File: config.mk
export PLATFORM = sky130hd
export DESIGN_NAME = ddr_cmd_scheduler
export DESIGN_NICKNAME = d
export VERILOG_FILES = /design/src/rtl/ddr_pkg.sv /design/src/rtl/ddr_bank_tracker.sv /design/src/rtl/ddr_cmd_scheduler.sv
export SDC_FILE = /design/constraint.sdc
export NUM_CORES = 2
export LEC_CHECK = 0
export CORE_ASPECT_RATIO = 0.75
export CORE_MARGIN = 4
export CORE_UTILIZATION = 40
export DETAILED_ROUTE_END_ITERATION = 16
export PLACE_DENSITY_LB_ADDON = 0.15
export SLEW_MARGIN = 30
export SYNTH_ARGS = -nofsm -noshare
export SYNTH_HDL_FRONTEND = slang
export SYNTH_HIERARCHICAL = 1
export SYNTH_SLANG_ARGS = --single-unit
File: constraint.sdc
create_clock -name CK_t -period 42.1 [get_ports CK_t]
set_input_delay 8.42 -clock CK_t [delete_from_list [all_inputs] [get_ports CK_t]]
set_output_delay 8.42 -clock CK_t [all_outputs]
set_load 0.005 [all_outputs]
File: src/rtl/ddr_pkg.sv
// rtl/ddr_pkg.sv - DDR4 command encodings, request type and default timings
package ddr_pkg;

  typedef enum logic {
    RD_R = 1'b0,
    WR_R = 1'b1
  } req_t;

  // {cs_n, act_n, RAS_n_A16, CAS_n_A15, WE_n_A14}
  localparam logic [4:0] DES_C = 5'b11111;
  localparam logic [4:0] ACT_C = 5'b00000;
  localparam logic [4:0] PRE_C = 5'b01010;
  localparam logic [4:0] REF_C = 5'b01001;
  localparam logic [4:0] WR_C  = 5'b01100;
  localparam logic [4:0] RD_C  = 5'b01101;

  localparam int T_RCD_DEF  = 16;
  localparam int T_RP_DEF   = 16;
  localparam int T_RAS_DEF  = 39;
  localparam int T_CCD_DEF  = 4;
  localparam int T_REFI_DEF = 6240;
  localparam int T_RFC_DEF  = 280;

  // ACT carries row[16:14] on the RAS/CAS/WE pins since act_n is low
  function automatic logic [4:0] act_cmd(input logic [2:0] row_hi);
    return ACT_C | {2'b00, row_hi};
  endfunction

endpackage

File: src/rtl/ddr_bank_tracker.sv
// rtl/ddr_bank_tracker.sv - open-row and tRAS tracking for 16 DDR4 banks
module ddr_bank_tracker
  import ddr_pkg::*;
#(
  parameter int T_RAS = T_RAS_DEF
) (
  input  logic        clk,
  input  logic        rst,
  input  logic [3:0]  idx,
  input  logic [16:0] row,
  input  logic        act,
  input  logic        pre,
  input  logic        prea,
  input  logic        ref_s,
  output logic        hit,
  output logic        bank_open,
  output logic        tras_ok,
  output logic        all_tras_ok,
  output logic        any_open
);

  logic        open_q [16];
  logic [16:0] row_q  [16];
  logic [15:0] tras_q [16];

  // Per-bank state: ACT opens and arms tRAS, PRE closes one bank, PREA/REF close all
  always_ff @(posedge clk or posedge rst) begin
    if (rst) begin
      for (int i = 0; i < 16; i++) begin
        open_q[i] <= 1'b0;
        row_q[i]  <= '0;
        tras_q[i] <= '0;
      end
    end else begin
      for (int i = 0; i < 16; i++) begin
        if (tras_q[i] != 16'd0) tras_q[i] <= tras_q[i] - 16'd1;
        if (prea || ref_s) begin
          open_q[i] <= 1'b0;
        end else if (act && idx == 4'(i)) begin
          open_q[i] <= 1'b1;
          row_q[i]  <= row;
          // loaded on the ACT edge, so zero is reached one cycle before ACT+T_RAS
          tras_q[i] <= 16'(T_RAS - 1);
        end else if (pre && idx == 4'(i)) begin
          open_q[i] <= 1'b0;
        end
      end
    end
  end

  assign bank_open = open_q[idx];
  assign hit       = open_q[idx] && (row_q[idx] == row);
  assign tras_ok   = (tras_q[idx] == 16'd0);

  // Aggregate view used by refresh: PREA waits for every open bank's tRAS
  always_comb begin
    all_tras_ok = 1'b1;
    any_open    = 1'b0;
    for (int i = 0; i < 16; i++) begin
      if (open_q[i]) begin
        any_open = 1'b1;
        if (tras_q[i] != 16'd0) all_tras_ok = 1'b0;
      end
    end
  end

endmodule

File: src/rtl/ddr_cmd_scheduler.sv
// rtl/ddr_cmd_scheduler.sv - single-request DDR4 command sequencer with refresh
module ddr_cmd_scheduler
  import ddr_pkg::*;
#(
  parameter int T_RCD  = T_RCD_DEF,
  parameter int T_RP   = T_RP_DEF,
  parameter int T_RAS  = T_RAS_DEF,
  parameter int T_CCD  = T_CCD_DEF,
  parameter int T_REFI = T_REFI_DEF,
  parameter int T_RFC  = T_RFC_DEF
) (
  input  logic        CK_t,
  input  logic        reset,
  input  logic        req_valid,
  output logic        req_ready,
  input  logic        req_type,
  input  logic [1:0]  req_bg,
  input  logic [1:0]  req_ba,
  input  logic [16:0] req_row,
  input  logic [9:0]  req_col,
  output logic [4:0]  cmd_o,
  output logic [1:0]  bg_o,
  output logic [1:0]  ba_o,
  output logic [13:0] addr_o,
  output logic        dimm_req,
  output logic        rd_rdy,
  output logic        wr_rdy
);

  localparam logic [3:0] S_IDLE     = 4'd0;
  localparam logic [3:0] S_PRE      = 4'd1;
  localparam logic [3:0] S_WAIT_RP  = 4'd2;
  localparam logic [3:0] S_ACT      = 4'd3;
  localparam logic [3:0] S_WAIT_RCD = 4'd4;
  localparam logic [3:0] S_CAS      = 4'd5;
  localparam logic [3:0] S_WAIT_CCD = 4'd6;
  localparam logic [3:0] S_PREA     = 4'd7;
  localparam logic [3:0] S_WAIT_RPA = 4'd8;
  localparam logic [3:0] S_REF      = 4'd9;
  localparam logic [3:0] S_WAIT_RFC = 4'd10;

  logic [3:0]  state_q, state_d;
  logic [15:0] wait_q, wait_d;
  logic [15:0] refi_q, refi_d;
  logic        ref_pend_q, ref_pend_d;
  logic        req_pend_q, req_pend_d;

  logic        lat_type;
  logic [1:0]  lat_bg, lat_ba;
  logic [16:0] lat_row;
  logic [9:0]  lat_col;

  logic        accept, use_in;
  logic        eff_type;
  logic [1:0]  eff_bg, eff_ba;
  logic [16:0] eff_row;
  logic [9:0]  eff_col;

  logic        do_act, do_pre, do_cas, do_prea, do_ref;
  logic [4:0]  cmd_d;
  logic [1:0]  bg_d, ba_d;
  logic [13:0] addr_d;
  logic        dimm_d, rd_d, wr_d, ready_d;

  logic        trk_hit, trk_open, trk_tras_ok, trk_all_tras_ok, trk_any_open;

  assign accept = req_valid && req_ready;

  // While idle with nothing latched, classify the incoming request directly so
  // its first command can go out on the accept edge; otherwise use the latch.
  assign use_in   = (state_q == S_IDLE) && !req_pend_q;
  assign eff_type = use_in ? req_type : lat_type;
  assign eff_bg   = use_in ? req_bg   : lat_bg;
  assign eff_ba   = use_in ? req_ba   : lat_ba;
  assign eff_row  = use_in ? req_row  : lat_row;
  assign eff_col  = use_in ? req_col  : lat_col;

  ddr_bank_tracker #(.T_RAS(T_RAS)) u_bank_tracker (
    .clk         (CK_t),
    .rst         (reset),
    .idx         ({eff_bg, eff_ba}),
    .row         (eff_row),
    .act         (do_act),
    .pre         (do_pre),
    .prea        (do_prea),
    .ref_s       (do_ref),
    .hit         (trk_hit),
    .bank_open   (trk_open),
    .tras_ok     (trk_tras_ok),
    .all_tras_ok (trk_all_tras_ok),
    .any_open    (trk_any_open)
  );

  // Next state, timing counters and the command to drive on the next cycle
  always_comb begin
    state_d    = state_q;
    wait_d     = (wait_q != 16'd0) ? wait_q - 16'd1 : 16'd0;
    refi_d     = (refi_q == 16'd0) ? 16'(T_REFI) : refi_q - 16'd1;
    ref_pend_d = ref_pend_q | (refi_q == 16'd0);
    req_pend_d = req_pend_q | accept;
    do_act     = 1'b0;
    do_pre     = 1'b0;
    do_cas     = 1'b0;
    do_prea    = 1'b0;
    do_ref     = 1'b0;

    // Wait counters load T-2: one cycle is the command itself, one is the reload edge
    case (state_q)
      S_IDLE: begin
        if (req_pend_q || accept) begin
          if (trk_hit)          do_cas = 1'b1;
          else if (!trk_open)   do_act = 1'b1;
          else if (trk_tras_ok) do_pre = 1'b1;
        end else if (ref_pend_q) begin
          if (!trk_any_open)        do_ref  = 1'b1;
          else if (trk_all_tras_ok) do_prea = 1'b1;
        end
      end
      S_PRE: begin
        state_d = S_WAIT_RP;
        wait_d  = 16'(T_RP - 2);
      end
      S_WAIT_RP:  if (wait_q == 16'd0) do_act = 1'b1;
      S_ACT: begin
        state_d = S_WAIT_RCD;
        wait_d  = 16'(T_RCD - 2);
      end
      S_WAIT_RCD: if (wait_q == 16'd0) do_cas = 1'b1;
      S_CAS: begin
        state_d = S_WAIT_CCD;
        wait_d  = 16'(T_CCD - 2);
      end
      S_WAIT_CCD: if (wait_q == 16'd0) state_d = S_IDLE;
      S_PREA: begin
        state_d = S_WAIT_RPA;
        wait_d  = 16'(T_RP - 2);
      end
      S_WAIT_RPA: if (wait_q == 16'd0) do_ref = 1'b1;
      S_REF: begin
        state_d = S_WAIT_RFC;
        wait_d  = 16'(T_RFC - 2);
      end
      S_WAIT_RFC: if (wait_q == 16'd0) state_d = S_IDLE;
      default:    state_d = S_IDLE;
    endcase

    // bg/ba/addr hold their last value between commands
    cmd_d  = DES_C;
    bg_d   = bg_o;
    ba_d   = ba_o;
    addr_d = addr_o;
    dimm_d = dimm_req;
    rd_d   = 1'b0;
    wr_d   = 1'b0;

    if (do_act) begin
      state_d = S_ACT;
      cmd_d   = act_cmd(eff_row[16:14]);
      bg_d    = eff_bg;
      ba_d    = eff_ba;
      addr_d  = eff_row[13:0];
    end
    if (do_pre) begin
      state_d = S_PRE;
      cmd_d   = PRE_C;
      bg_d    = eff_bg;
      ba_d    = eff_ba;
      addr_d  = 14'h0000;
    end
    if (do_cas) begin
      state_d    = S_CAS;
      cmd_d      = (eff_type == WR_R) ? WR_C : RD_C;
      bg_d       = eff_bg;
      ba_d       = eff_ba;
      addr_d     = {4'b0100, eff_col};
      dimm_d     = eff_type;
      rd_d       = (eff_type == RD_R);
      wr_d       = (eff_type == WR_R);
      req_pend_d = 1'b0;
    end
    if (do_prea) begin
      state_d = S_PREA;
      cmd_d   = PRE_C;
      bg_d    = 2'b00;
      ba_d    = 2'b00;
      addr_d  = 14'h0400;
    end
    if (do_ref) begin
      state_d    = S_REF;
      cmd_d      = REF_C;
      bg_d       = 2'b00;
      ba_d       = 2'b00;
      addr_d     = 14'h0000;
      ref_pend_d = 1'b0;
    end

    ready_d = (state_d == S_IDLE) && !ref_pend_d && !req_pend_d;
  end

  // FSM, counters and the registered pin outputs
  always_ff @(posedge CK_t or posedge reset) begin
    if (reset) begin
      state_q    <= S_IDLE;
      wait_q     <= '0;
      refi_q     <= 16'(T_REFI);
      ref_pend_q <= 1'b0;
      req_pend_q <= 1'b0;
      cmd_o      <= DES_C;
      bg_o       <= '0;
      ba_o       <= '0;
      addr_o     <= '0;
      dimm_req   <= RD_R;
      rd_rdy     <= 1'b0;
      wr_rdy     <= 1'b0;
      req_ready  <= 1'b0;
    end else begin
      state_q    <= state_d;
      wait_q     <= wait_d;
      refi_q     <= refi_d;
      ref_pend_q <= ref_pend_d;
      req_pend_q <= req_pend_d;
      cmd_o      <= cmd_d;
      bg_o       <= bg_d;
      ba_o       <= ba_d;
      addr_o     <= addr_d;
      dimm_req   <= dimm_d;
      rd_rdy     <= rd_d;
      wr_rdy     <= wr_d;
      req_ready  <= ready_d;
    end
  end

  // Request latch, captured on the handshake
  always_ff @(posedge CK_t or posedge reset) begin
    if (reset) begin
      lat_type <= RD_R;
      lat_bg   <= '0;
      lat_ba   <= '0;
      lat_row  <= '0;
      lat_col  <= '0;
    end else if (accept) begin
      lat_type <= req_type;
      lat_bg   <= req_bg;
      lat_ba   <= req_ba;
      lat_row  <= req_row;
      lat_col  <= req_col;
    end
  end

endmodule
## Yosys cells after proc, flatten, opt, wreduce, memory -nomap -nowiden

Index checks and enable logic that the tools add are counted.

- Register bits after elaboration: 641
- Bits of input ports: 35
- Output and inout bits: 27
- Word-level logic and storage cells: 432

- Add/sub/neg operators: 18
- Order comparisons: 1
- Equality and inequality tests: 26
- Mux-type cells: 215
- Bitwise logic cells: 5
- Reductions and logical operators: 101

Operators with widths:

| operator | number |
|---|---|
| 16-bit 2-to-1 mux | 52 |
| 16-bit by 1-bit subtractor with 16-bit output (second input constant) | 18 |
| 16-bit nonzero test | 17 |
| 1-bit 2-to-1 mux | 123 |
| 14-bit 2-to-1 mux | 5 |
| 17-bit binary-select mux with 4-bit select | 1 |
| 16-bit binary-select mux with 4-bit select | 1 |
| 17-bit 2-to-1 mux | 3 |
| 16-bit zero test | 3 |
| 16-bit case mux with 3 select lines | 1 |
| 3-bit nonzero test | 16 |
| 4-bit equality test (second input constant) | 11 |
| 1-bit logical AND | 37 |
| 4-bit by 3-bit equality test with 1-bit output (second input constant) | 8 |
| 2-bit AND reduction | 16 |
| 4-bit case mux with 7 select lines | 1 |
| 5-bit 2-to-1 mux | 5 |
| 2-bit 2-to-1 mux | 12 |
| 4-bit 2-to-1 mux | 6 |
| 17-bit equality test | 1 |
| 4-bit by 2-bit equality test with 1-bit output (second input constant) | 4 |
| 4-bit zero test | 3 |
| 10-bit 2-to-1 mux | 1 |
| 4-bit by 1-bit equality test with 1-bit output (second input constant) | 2 |
| other kinds (12) | 19 |

## Depth between registers and ports, before layout

- Depth in word-level cells: 43
- Mapped depth: 24
- Gate-level depth less buffers: 18

## Modules after synthesis

Netlist, hierarchy kept.

By module, submodules not included:

| module | instances | cells an instance | area each (um^2) | seq. area each (um^2) |
|---|---|---|---|---|
| ddr_bank_tracker | 1 | 2788 | 26540.5 | 13613.1 |
| ddr_cmd_scheduler | 1 | 471 | 4931.0 | 2438.6 |

## Worst setup path after synthesis

No wires, ideal clock.

- Path kind: in2reg
- From: input req_ba[0]
- To: register u_bank_tracker/tras_q[114] (netlist bit)
- Library setup time: 0.143 ns
- Arrival: 12.182 ns
- Data required time: 41.957 ns
- Setup slack: 29.775 ns
- Stages on the path: 18
- Path buffers: 5
- Cell sequence: mux2_2 buf_2 buf_4 buf_2 buf_4 mux4_2 a221oi_1 xor2_1 nand4_1 nor4_1 nor2_1 nand2_1 nand2_1 nand2_1 nor2_1 nand2_1 clkbuf_1 o21ai_0

- Cells in the longest elaborated chain, start to end: 13
- Elaborated cells on any way between the ends: 18
- Those cells by class: eq/ne: 2; mux: 13; bitwise: 1; reduce/logical: 2

Ends and longest elaborated chain:

| item | RTL line | source |
|---|---|---|
| start: declaration | ddr_cmd_scheduler.sv:18 | `input logic [1:0] req_ba,` |
| 2-bit 2-to-1 mux (*) | ddr_cmd_scheduler.sv:74 | `assign eff_ba = use_in ? req_ba : lat_ba;` |
| 4-bit NOT with 5-bit output (implied by the code) (*) | ddr_bank_tracker.sv:52 | `assign hit = open_q[idx] && (row_q[idx] == row);` |
| 17-bit binary-select mux with 4-bit select | ddr_bank_tracker.sv:52 |  |
| 17-bit 2-to-1 mux (implied by the code) (2 in series) | ddr_bank_tracker.sv:52 |  |
| 17-bit equality test | ddr_bank_tracker.sv:52 |  |
| 1-bit logical AND (*) | ddr_bank_tracker.sv:52 |  |
| net trk_hit | ddr_cmd_scheduler.sv:65 | `logic trk_hit, trk_open, trk_tras_ok, trk_all_tras_ok, trk_any_open;` |
| 1-bit 2-to-1 mux (*) | ddr_cmd_scheduler.sv:111 | `if (trk_hit) do_cas = 1'b1;` |
| 1-bit 2-to-1 mux (*) | ddr_cmd_scheduler.sv:110 | `if (req_pend_q \|\| accept) begin` |
| 1-bit case mux with 2 select lines (*) | ddr_cmd_scheduler.sv:108 | `case (state_q)` |
| net do_act | ddr_cmd_scheduler.sv:59 | `logic do_act, do_pre, do_cas, do_prea, do_ref;` |
| 1-bit logical AND (*) | ddr_bank_tracker.sv:39 | `end else if (act && idx == 4'(i)) begin` |
| 16-bit 2-to-1 mux (*) | ddr_bank_tracker.sv:39 |  |
| 16-bit 2-to-1 mux (*) | ddr_bank_tracker.sv:37 | `if (prea \|\| ref_s) begin` |
| end signal: indexed assignment | ddr_bank_tracker.sv:43 | `tras_q[i] <= 16'(T_RAS - 1);` |
| end: declaration | ddr_bank_tracker.sv:24 | `logic [15:0] tras_q [16];` |

The timed path passes the listed nets; every way through them passes the cells marked *. The select of a mux whose other input is x is not followed.
A chain may end at the register's enable or synchronous reset.

## Final worst setup path

- From: input req_ba[0]
- To: register u_bank_tracker/tras_q[146] (netlist bit)

- Cells in the longest elaborated chain, start to end: 13
- Elaborated cells on any way between the ends: 18
- Those cells by class: eq/ne: 2; mux: 13; bitwise: 1; reduce/logical: 2

Ends and longest elaborated chain:

| item | RTL line | source |
|---|---|---|
| 2-bit 2-to-1 mux (*) | ddr_cmd_scheduler.sv:74 |  |
| net eff_ba[0] | ddr_cmd_scheduler.sv:55 | `logic [1:0] eff_bg, eff_ba;` |
| 4-bit NOT with 5-bit output (implied by the code) (*) | ddr_bank_tracker.sv:52 |  |
| 17-bit binary-select mux with 4-bit select | ddr_bank_tracker.sv:52 |  |
| 17-bit 2-to-1 mux (implied by the code) (2 in series) | ddr_bank_tracker.sv:52 |  |
| 17-bit equality test | ddr_bank_tracker.sv:52 |  |
| 1-bit logical AND (*) | ddr_bank_tracker.sv:52 |  |
| net trk_hit | ddr_cmd_scheduler.sv:65 |  |
| 1-bit 2-to-1 mux (*) | ddr_cmd_scheduler.sv:111 |  |
| 1-bit 2-to-1 mux (*) | ddr_cmd_scheduler.sv:110 |  |
| 1-bit case mux with 2 select lines (*) | ddr_cmd_scheduler.sv:108 |  |
| net do_act | ddr_cmd_scheduler.sv:59 |  |
| 1-bit logical AND (*) | ddr_bank_tracker.sv:39 |  |
| 16-bit 2-to-1 mux (*) | ddr_bank_tracker.sv:39 |  |
| 16-bit 2-to-1 mux (*) | ddr_bank_tracker.sv:37 |  |

Marks and branches as above.

==> flow_summary.json <==
{
  "status": "completed",
  "hold_buffers": 0,
  "syn_area_per_cell_um2": 9.66,
  "synth_edf_count": 0,
  "synthMuxAreaShare_pct": 7.97,
  "cts_tree": "done",
  "die_y_um": 251,
  "clock_latency_ns": 0.62,
  "worst-setup-path-type": "in -> reg",
  "top_usage_layer": "met2",
  "routedWlPerCell_um": 19.8,
  "fin_util_pct": 45.7,
  "drc": 0,
  "p_leak_nw": 14.6,
  "synth_cell_types": 90,
  "dp.cells": 4238,
  "worstMarginPinSlew_ns": 1.18,
  "yosysWarningCount": 6,
  "seq_area_frac_synth_pct": 51.0,
  "syn-instance-count": 3259,
  "initial_core_util_pct": 40.7,
  "num_io_pins": 62,
  "powerDensity_nw_per_um2": 34.7,
  "cts_buffers": 66,
  "use_met1_pct": 29.6,
  "final_cells": 4350,
  "area_growth_syn_to_layout_pct": 12.4,
  "worstHoldStart": "refi_q[0]",
  "synth_compound_area_share_pct": 8.60,
  "slew_viol_final": 0,
  "ff2ff_path_depth": 18,
  "cap_violations": 0,
  "synth_adder_area_share_pct": 1.43,
  "cts_resized": 0,
  "syn-num-nets": 3330,
  "rsz0062_at_grt": "false",
  "yosysTopAreaCell": "dfrtp_1",
  "grt_pass1_vias": 23800,
  "gp_congestion": 0.881,
  "grt_max_degree": 130,
  "postCtsSetupBuffers": 0,
  "num_rows": 88,
  "max_slew_margin_pct": 21.1,
  "ys_ff_latch": 641,
  "synthTopCellsByCount": "nand2_1, dfrtp_1, nor2_1, o21ai_0, clkbuf_1",
  "arrival_ns": 15.12,
  "clock_skew_ns": 0.0268,
  "drt_iter0_drc": 2100,
  "grt_use_total_pct": 20.5,
  "cts_sinks": 641,
  "design.die.area_um2": 83300,
  "cts.htree.levels": 3,
  "clk_pin_slew_worst_paths_ns": 0.06,
  "io_buffers": 61,
  "synth_top_family_by_area": "simple AND/OR/NAND/NOR gates",
  "clockBufferDepth": 3,
  "routed_wl_mm": 85.9,
  "grt_pass1_wl_mm": 136,
  "grt-ovfl-total": 0,
  "setup.worst_path.start": "req_ba[0]",
  "vias_per_cell": 5.52,
  "crit_required_ns": 42.53,
  "synthXorXnorAreaFrac_pct": 6.15,
  "hpwl_mm": 57.2,
  "synth_area_leaders": "dfrtp_1, nand2_1, mux4_2",
  "ir_drop_v": 0.0000232,
  "max_freq_ghz": 0.0681,
  "hold_class": "reg -> reg",
  "nets": 3342,
  "final-hold-violation-count": 0,
  "route.antenna.remaining_nets": 0,
  "holdPathStages": 1,
  "core_area_um2": 77400,
  "r2r_start": "state_q[0]",
  "setup_tns_ns": 0,
  "num_vias": 24000,
  "die_w_um": 332,
  "period_minus_slack_ns": 14.69,
  "syn_area_um2": 31500,
  "synth_most_common_cell": "nand2_1",
  "cp-start-kind": "input port",
  "period_share_pct": 34.9,
  "grtUsageMet2_pct": 31.0,
  "use_met3_pct": 4.89,
  "drtPass1Iterations": 6,
  "cts_root_buffer": "clkbuf_16",
  "drive_gt1_share_pct": 10.1,
  "setup_violations": 0,
  "crit_path_max_fanout": 46,
  "async_reset_ff_share_pct": 100,
  "synth_top_cell_area_share_pct": 50.3,
  "worst_setup_path_end_kind": "register",
  "synth_ff_type": "dfrtp_1",
  "antenna_found_initial": 2,
  "yosys.area_share.simple_pct": 21.8
}
[registers in the layout (all words and copies together), names as in the netlist, 2 cells and up]
name / cells
refi_q: 16
wait_q: 16
state_q: 4
u_bank_tracker/row_q: 272
ba_o: 2
bg_o: 2
lat_bg: 2
addr_o: 14
lat_row: 17
cmd_o: 5
u_bank_tracker/open_q: 16
lat_col: 10
lat_ba: 2
u_bank_tracker/tras_q: 256
[critical path, stage by stage]
cell and delay (ns):
clkdlybuf4s50_1 0.50, mux2_8 0.48, buf_4 0.80, mux4_2 0.64, mux4_2 0.49, xor2_1 0.18
a2111oi_0 0.32, nand4_1 0.19, nor4_2 0.55, nor2_1 0.15, nand2_1 0.20, nand2_1 0.46
nand2_1 0.47, nor2_1 0.18, nand2_1 0.72, o21ai_0 0.21
[cells in the final DEF, fill, tap and decap left out, types with 38 or more instances in the layout]
master / instances
mux4_2: 67
mux2_2: 53
mux2i_1: 38
dfrtp_1: 632
o21ai_0: 196
inv_1: 67
nand3_1: 82
nand4_1: 39
clkbuf_16: 69
a21oi_1: 106
xor2_1: 114
xnor2_1: 107
nor4_1: 55
buf_4: 46
nor3_1: 46
clkdlybuf4s50_1: 61
nand2_1: 753
nor2_1: 317
[cell families (layout without fill, tap and decap cells)]
| logic type | after synthesis | after routing |
|---|---|---|
| fa+ha+maj | 36 | 36 |
| simple gates | 1520 | 1520 |
| compound gates | 441 | 441 |
| xor+xnor | 221 | 221 |
| other cells | 0 | 2 |
| buf+inv | 240 | 294 |
| mux | 160 | 160 |
| flops | 641 | 641 |
[final cells by class]
cell class	instances	area, µm²
clock inverters	18	230
repair buffers	110	990
inverters	74	293
flip-flops and latches	641	16100
clock buffers	92	1930
well taps	1035	1290
diodes	2	5.00
fillers	7269	42000
multi-input cells	2378	14600
[final timing paths]
kind	endpoint	slack, ns
max	u_bank_tracker/tras_q[146]	27.41
min	refi_q[0]	0.47
max reg2reg	u_bank_tracker/tras_q[146]	33.62
min reg2reg	refi_q[0]	0.47
max in group asynchronous	u_bank_tracker/tras_q[171]	31.11
min in group asynchronous	lat_ba[0]	8.33
[stage by stage]
stage          power, mW  setup WS (ns)  hold slack [ns]  area, µm²
4_1_cts             1.25          27.14            0.466      35300
3_3_place_gp       0.644          26.67            0.443      33100
5_1_grt             1.27          26.92            0.494      35400
2_1_floorplan      0.637          18.47            0.427      31500
6_report            1.23          27.41            0.469      35400
3_5_place_dp       0.645          26.45            0.457      33100
[power by group]
group	switching [mW]	total, mW	internal [mW]	leakage (nW)
clock	0.244	0.594	0.350	1.06
combinational	0.0132	0.0166	0.00342	5.69
sequential	0	0.616	0.616	7.84
total	0.257	1.23	0.970	14.6
[per-layer routing]
metal	vias to the layer above	share of wire, %
li1	11200	-
met1	12000	46
met2	669	44
met3	126	7.4
met4	0	2.3
met5	-	0
No activity file was read; power rests on OpenSTA's default activity.
